<file path="src/rtl/state_monitor_multi.sv">
// Multi-channel input monitor: each channel's stable state follows its raw input only after the
// change has persisted for delay_sel*SCALE cycles; reports pulses, sticky flags and counters.
module state_monitor_multi #(
    parameter int unsigned WIDTH = 8,
    parameter int unsigned DLY_W = 4,
    parameter int unsigned SCALE = 10000,
    parameter int unsigned CNT_W = 18
) (
    input  logic             i_clk,
    input  logic             i_rst_n,
    input  logic             i_ena,
    input  logic [WIDTH-1:0] i_in_raw,
    input  logic [DLY_W-1:0] i_delay_sel,
    input  logic             i_bypass,
    input  logic [WIDTH-1:0] i_flag_clr,
    input  logic             i_cnt_clr,
    output logic [WIDTH-1:0] o_stable,
    output logic [WIDTH-1:0] o_chg_pulse,
    output logic [WIDTH-1:0] o_chg_sticky,
    output logic [WIDTH-1:0] o_settling,
    output logic [7:0]       o_event_count,
    output logic [7:0]       o_glitch_count
);

    localparam logic [0:0] ST_IDLE   = 1'b0;
    localparam logic [0:0] ST_SETTLE = 1'b1;
    localparam int unsigned PW = $clog2(WIDTH + 1);

    logic [WIDTH-1:0] r_in_q;
    logic [WIDTH-1:0] r_stable;
    logic [WIDTH-1:0] r_chg_pulse;
    logic [WIDTH-1:0] r_chg_sticky;
    logic [WIDTH-1:0] r_state;
    logic [CNT_W-1:0] r_cnt [WIDTH];
    logic [7:0]       r_event_count;
    logic [7:0]       r_glitch_count;

    logic [WIDTH-1:0] w_state_d;
    logic [WIDTH-1:0] w_stable_d;
    logic [WIDTH-1:0] w_accept;
    logic [WIDTH-1:0] w_glitch;
    logic [CNT_W-1:0] w_cnt_d [WIDTH];
    logic [CNT_W-1:0] w_load;

    function automatic logic [PW-1:0] popcount(input logic [WIDTH-1:0] v);
        logic [PW-1:0] n;
        n = '0;
        for (int i = 0; i < WIDTH; i++) begin
            n = n + PW'(v[i]);
        end
        return n;
    endfunction

    function automatic logic [7:0] sat_add(input logic [7:0] c, input logic [PW-1:0] p);
        logic [PW+8:0] s;
        s = (PW + 9)'(c) + (PW + 9)'(p);
        return (s > (PW + 9)'(255)) ? 8'hFF : s[7:0];
    endfunction

    assign w_load = CNT_W'(i_delay_sel) * CNT_W'(SCALE);

    always_comb begin
        w_state_d  = r_state;
        w_stable_d = r_stable;
        w_cnt_d    = r_cnt;
        w_accept   = '0;
        w_glitch   = '0;
        for (int i = 0; i < WIDTH; i++) begin
            if (i_bypass) begin
                w_state_d[i]  = ST_IDLE;
                w_stable_d[i] = r_in_q[i];
                w_accept[i]   = r_in_q[i] ^ r_stable[i];
            end else if (r_state[i] == ST_IDLE) begin
                if (r_in_q[i] != r_stable[i]) begin
                    w_state_d[i] = ST_SETTLE;
                    w_cnt_d[i]   = w_load;
                end
            end else if (r_in_q[i] == r_stable[i]) begin
                // Input returned to the stable value before the settle time expired
                w_glitch[i]  = 1'b1;
                w_state_d[i] = ST_IDLE;
            end else if (r_cnt[i] == '0) begin
                w_accept[i]   = 1'b1;
                w_stable_d[i] = r_in_q[i];
                w_state_d[i]  = ST_IDLE;
            end else begin
                w_cnt_d[i] = r_cnt[i] - 1'b1;
            end
        end
    end

    always_ff @(posedge i_clk) begin
        if (!i_rst_n) begin
            r_in_q         <= '0;
            r_stable       <= '0;
            r_chg_pulse    <= '0;
            r_chg_sticky   <= '0;
            r_state        <= '0;
            r_event_count  <= '0;
            r_glitch_count <= '0;
            for (int i = 0; i < WIDTH; i++) begin
                r_cnt[i] <= '0;
            end
        end else begin
            r_in_q <= i_in_raw;
            if (i_ena) begin
                r_state      <= w_state_d;
                r_cnt        <= w_cnt_d;
                r_stable     <= w_stable_d;
                r_chg_pulse  <= w_accept;
                r_chg_sticky <= (r_chg_sticky & ~i_flag_clr) | w_accept;
                if (i_cnt_clr) begin
                    r_event_count  <= '0;
                    r_glitch_count <= '0;
                end else begin
                    r_event_count  <= sat_add(r_event_count, popcount(w_accept));
                    r_glitch_count <= sat_add(r_glitch_count, popcount(w_glitch));
                end
            end else begin
                r_chg_pulse <= '0;
            end
        end
    end

    assign o_stable       = r_stable;
    assign o_chg_pulse    = r_chg_pulse;
    assign o_chg_sticky   = r_chg_sticky;
    assign o_settling     = r_state;
    assign o_event_count  = r_event_count;
    assign o_glitch_count = r_glitch_count;

endmodule

</file>
<file path="config.mk">
export PLATFORM = sky130hd
export DESIGN_NAME = state_monitor_multi
export DESIGN_NICKNAME = d
export VERILOG_FILES = /design/src/rtl/state_monitor_multi.sv
export SDC_FILE = /design/constraint.sdc
export NUM_CORES = 1
export LEC_CHECK = 0
export BUFFER_PORTS_ARGS = -buffer_cell sky130_fd_sc_hd__buf_2
export CORE_AREA = 2 2 168 170
export DETAILED_ROUTE_END_ITERATION = 8
export DIE_AREA = 0 0 170 172
export GPL_TIMING_DRIVEN = 1
export PLACE_DENSITY = 0.67
export SLEW_MARGIN = 5
export SYNTH_ARGS = -nofsm -noshare
export SYNTH_HDL_FRONTEND = slang
export SYNTH_SLANG_ARGS = --single-unit
</file>
<file path="constraint.sdc">
create_clock -name i_clk -period 13.3 [get_ports i_clk]
set_clock_uncertainty 0.15 [all_clocks]
set_input_delay 0 -clock i_clk [delete_from_list [all_inputs] [get_ports i_clk]]
set_output_delay 0 -clock i_clk [all_outputs]
set_load 0.01 [all_outputs]
</file>
Yosys cells after proc, flatten, opt, wreduce, memory -nomap -nowiden
Index checks and enable logic that the tools add are counted.
{ "totals": {"ff_bits": 200, "out_inout_bits": 48} }
{ "classes": {"addsub": 24, "multipliers": 1, "order_cmp": 2, "eq_ne": 40, "muxes": 164, "bitwise": 12, "reduce_logical": 49} }
{ "ops": {"columns": ["op", "count"], "rows": [
  ["2-to-1 mux 18 bit", 32],
  ["logical NOT 18 bit", 8],
  ["subtractor 18 x 1 -> 18 bit (second input constant)", 8],
  ["2-to-1 mux 1 bit", 128],
  ["inequality test 2 bit (second input constant)", 24],
  ["nonzero test 2 bit", 24],
  ["AND reduction 5 bit", 8],
  ["adder 4 x 1 -> 4 bit", 8],
  ["2-to-1 mux 8 bit", 4],
  ["AND reduction 4 bit", 8],
  ["adder 8 x 4 -> 9 bit", 2],
  ["greater-than comparator 9 x 8 -> 1 bit (second input constant)", 2],
  ["multiplier 4 x 10 -> 14 bit (second input constant)", 1],
  ["adder 3 x 1 -> 4 bit", 2],
  ["AND 8 bit", 1],
  ["== test 1 bit", 8],
  ["inequality test 1 bit", 8],
  ["inverter 8 bit", 1],
  ["OR 8 bit", 1],
  ["XOR 1 bit", 8],
  ["adder 2 x 1 -> 3 bit", 2],
  ["adder 1 x 1 -> 2 bit", 2],
  ["AND reduction 2 bit", 1],
  ["inverter 1 bit", 1]
]} }

Logic depth before layout (Yosys ltp)
{ "depth": {"depth_word": 16, "ltp_mapped": 17, "ltp_nobuf": 17} }

Worst setup path before layout
Ideal clock, no wire load.
{ "synth_path": {"kind": "flip-flop to flip-flop", "start": "reg r_cnt[136] (netlist bit)", "end": "reg r_event_count[7], in the netlist o_event_count[7]", "setup_ps": 136, "t_arrival_ps": 4475, "slack_ps": 8539, "path_stages_with_launch": 16, "path_buffers": 0, "synth_period_minus_slack_ps": 4761, "cell_sequence": "dfxtp_1 > or3_1 > nor4_4 > and2_1 > o21ai_0 > fa_1 > fa_1 > fa_1 > fa_1 > inv_1 > fa_1 > a21o_1 > a21oi_1 > nor2_1 > a2111oi_0 > a211oi_1"} }
{ "synth_via": {"elab_chain_len": 16} }
{ "synth_lines": {"columns": ["element", "line", "text"], "rows": [
  ["start: declaration", "34", "logic [CNT_W-1:0] r_cnt [WIDTH];"],
  ["start signal: assignment", "108", "r_cnt <= w_cnt_d;"],
  ["logical NOT 18 bit (*)", "82", "end else if (r_cnt[i] == '0) begin"],
  ["2-to-1 mux 1 bit (*)", "82", null],
  ["2-to-1 mux 1 bit (*)", "78", "end else if (r_in_q[i] == r_stable[i]) begin"],
  ["2-to-1 mux 1 bit (*)", "73", "end else if (r_state[i] == ST_IDLE) begin"],
  ["2-to-1 mux 1 bit (*)", "69", "if (i_bypass) begin"],
  ["adder 1 x 1 -> 2 bit (*)", "49", "n = n + PW'(v[i]);"],
  ["adder 2 x 1 -> 3 bit (*)", "49", null],
  ["adder 3 x 1 -> 4 bit (*)", "49", null],
  ["adder 4 x 1 -> 4 bit (*) (4 in series)", "49", null],
  ["adder 8 x 4 -> 9 bit (*)", "56", "s = (PW + 9)'(c) + (PW + 9)'(p);"],
  ["greater-than comparator 9 x 8 -> 1 bit", "57", "return (s > (PW + 9)'(255)) ? 8'hFF : s[7:0];"],
  ["2-to-1 mux 8 bit (*)", "57", null],
  ["2-to-1 mux 8 bit (*)", "112", "if (i_cnt_clr) begin"],
  ["end signal: assignment", "116", "r_event_count <= sat_add(r_event_count, popcount(w_accept));"],
  ["end: declaration", "35", "logic [7:0] r_event_count;"]
]} }
Mark *: on every way between the ends. The rest lies on a longest branch, timed or not.
A chain may end at the register's enable or synchronous reset.

Final worst setup path
{ "layout_path": {"start": "reg r_state[0], in the netlist o_settling[0]", "end": "reg r_event_count[7], in the netlist o_event_count[7]"} }
{ "layout_via": {"elab_chain_len": 13} }
{ "layout_lines": {"columns": ["element", "line", "text"], "rows": [
  ["start: declaration", "33", "logic [WIDTH-1:0] r_state;"],
  ["start signal: assignment", "107", "r_state <= w_state_d;"],
  ["2-to-1 mux 1 bit (*)", "73", null],
  ["2-to-1 mux 1 bit (*)", "69", null],
  ["adder 1 x 1 -> 2 bit (*)", "49", null],
  ["adder 2 x 1 -> 3 bit (*)", "49", null],
  ["adder 3 x 1 -> 4 bit (*)", "49", null],
  ["adder 4 x 1 -> 4 bit (*) (4 in series)", "49", null],
  ["adder 8 x 4 -> 9 bit (*)", "56", null],
  ["greater-than comparator 9 x 8 -> 1 bit", "57", null],
  ["2-to-1 mux 8 bit (*)", "57", null],
  ["2-to-1 mux 8 bit (*)", "112", null]
]} }
Marks and branches as above.

==> run summary <==
Status: completed
Yosys cell types: 85
Sink Count: 200
Ys flop type: dfxtp_1
Grt ovf: 0
Mapped Nets: 1679
Die width: 170 µm
Hold Crit Class: input pin to flip-flop
Headroom to the max-slew limit: 23.40%
First-pass GRT wire length: 61040 µm
Die area: 0.02924 mm²
RSZ-0062 raised after global routing: false
Achievable Freq: 177.3 MHz
Vias in the first global route: 11490
Total GRT Usage: 26.24%
Setup TNS: 0 ns
Seq/Total Area, Yosys: 32.07%
Tmin final: 5.639 ns
Post-synth EDFFs: 0
Post-CTS Setup Bufs: 0
Worst vdd ir: 86.76 µV
Largest net degree at the start of global routing: 78
FF+latch area: 0.004004 mm²
Final hold vios: 0
Fin util: 50.37%
ANT nets after route: 0
Clock Tree Buf Depth: 2
WP data arrival: 5.81 ns
Number of port buffers: 72
DRC Markers: 0
Max stage delay on crit path: 1.01 ns
Initial antenna violation count: 0
Nets@finish: 1714
CTS Root Cell: clkbuf_16
Synth Instances: 1602
CP top delay family: adder cells
Num CTS Buffers: 17
Post-detailed-routing wire length: 38400 µm
Dpl hpwl: 25300 µm
Final Wtd Congestion: 0.9063
Worst-Skew Late Latency: 0.45 ns
Initial Util: 45.44%
Syn. warnings: 0
H-tree depth: 4
Worst setup path category: flip-flop to flip-flop
Worst-path clk slew: 0.08 ns
Leakage: 5.301 nW
Crit share post-route: 42.40%
CP endpoint kind: flip-flop
Yosys top cell area share: 32.07%
Via count: 12680
Max stage delay cell, worst path: dfxtp_1
Critical Path Start Type: flip-flop
Syn Std Cell Area: 0.01248 mm²
DRC violation total after the first TritonRoute iteration: 1309
#FFs+latches synth: 200
CTS tree: yes
Endpoints failing setup: 0
Total core area: 0.02748 mm²
# diodes: 0
Synth area leader: dfxtp_1
Area of the multi-input gates: 0.007883 mm²
IO Pins: 73
PwrDens: 106.4 mW/mm²
Layout cells sized above 1: 9.455%
Core Rows: 61
CP cell instances: nor4b_1 -> and4_1 -> and2_1 -> o21ai_0 -> fa_1 -> fa_1 -> fa_1 -> fa_1 -> inv_1 -> fa_1 -> a21o_1 -> a21oi_1 -> nor2_1 -> a2111oi_0 -> a211oi_1
Crit path buffers/inverters: 1
Worst slew pin tran: 1.141 ns
Pre-antenna DRT Iters: 5
P&R area growth vs syn: 10.86%
Max-slew violation count: 0
Critical path peak fanout: 33
CP dominant cell by count: fa_1
Vias/cell: 6.352
Syn Area/Cell: 7.793 µm²
Async S/R FF share, synth: 0%
Largest cells by area after synthesis: dfxtp_1 32%, a21oi_1 5.9%, nand2_1 5.6%
Fillers: 2655
Wirelength per Cell: 19.24 µm
Die height: 172 µm
Max-cap violations: 0
WP data required: 13.47 ns
## layer usage
layer	up-vias	part of all wire (%)	global-route usage [%]
met2	463	47	43.41
met5	-	0	0
met3	71	6.5	4.692
li1	6060	-	-
met1	6085	44	34.55
met4	0	2.8	9.142
## final timing paths
check        cells past startpoint               end             from  slack [ns]
max reg2reg                     15  o_event_count[7]    o_settling[0]        7.66
min reg2reg                      2   o_chg_sticky[6]  o_chg_sticky[6]        0.31
min                              4   o_chg_sticky[7]            i_ena        0.05
max                             15  o_event_count[7]    o_settling[0]        7.66
## per-stage QoR
step / std cells / worst slack (ns) / total power [W] / hold slack, ns / instance area (µm²)
finish: 1996 / 7.661 / 0.001473 / 0.04928 / 13840
global route: 1996 / 7.199 / 0.001536 / 0.05038 / 13840
CTS: 1996 / 7.672 / 0.001474 / 0.04188 / 13840
detailed placement: 1937 / 7.702 / 0.0009402 / 0.05965 / 12990
global placement: 1937 / 7.796 / 0.0009351 / 0.05766 / 12990
floorplan: 1602 / 8.539 / 0.0008499 / -0.02271 / 12480
## state kept, by name, summed over array words and instances (netlist names)
register / count
o_chg_sticky: 8
r_cnt: 144
o_chg_pulse: 8
o_event_count: 8
o_stable: 8
o_settling: 8
r_in_q: 8
o_glitch_count: 8
## tightest hold or removal path: cells and delay by family
family / cells / cell delay, ns
compound gates: 2 / 0.22
buf+inv: 2 / 0.38
## what timing repair did
item	CTS	global route
hold buffers	27	0
endpoints found under the hold margin	53	0
gates resized for setup	0	0
## area by class of cell
| class | instances | area share [%] |
|---|---|---|
| multi-input cells | 1253 | 56.95 |
| clock inverters | 13 | 0.9582 |
| well taps | 346 | 3.128 |
| inverters | 52 | 1.428 |
| flip-flops and latches | 200 | 28.93 |
| clock buffers | 19 | 3.272 |
| repair buffers | 113 | 5.334 |
## cell usage in the layout, fill, tap and decap left out, drive strengths merged, types with 12 or more instances in the layout
cell type,count
fa,13
nor4,31
nand2b,18
buf,86
o31ai,17
o21ai,104
a31oi,24
clkbuf,19
or3,27
nand4,25
o22ai,19
xor2,13
and3,18
o21a,18
inv,59
dfxtp,200
and2,22
a211oi,17
a22oi,13
nand3,53
o32ai,14
nand2,188
o31a,13
mux2i,14
o211ai,25
nor3,62
a21oi,149
ha,39
nand4b,12
dlygate4sd3,27
nor2,113
or4,28
## kinds of logic (layout without fill, tap and decap cells)
family | after synthesis | after routing | share of synthesized area (%)
mux | 14 | 14 | 1.122
compound gates | 514 | 514 | 27.04
buf+inv | 149 | 197 | 4.791
flops | 200 | 200 | 32.07
xor+xnor | 24 | 24 | 1.684
simple gates | 649 | 649 | 27.30
fa+ha+maj | 52 | 52 | 5.993
## power by group
part           internal, W  leakage [nW]  total (W)  switching (W)
Clock             0.000275         0.293   0.000533       0.000258
Sequential        0.000617          1.62   0.000639      0.0000226
Combinational     0.000102          3.39   0.000301       0.000198
Total             0.000994          5.30    0.00147       0.000479
## Yosys cell counts (18+ instances only)
library cell    n
dfxtp_1       200
nand2_1       187
a21oi_1       147
nor2_1        113
o21ai_0       101
clkbuf_1       77
nor3_1         61
nand3_1        53
inv_1          51
ha_1           39
or3_1          27
or4_1          26
nand4_1        25
o211ai_1       25
a31oi_1        24
nor4_1         24
and2_1         22
and3_1         18
nand2b_1       18
o21a_1         18
Note: power is estimated with default switching activity, not from simulation.
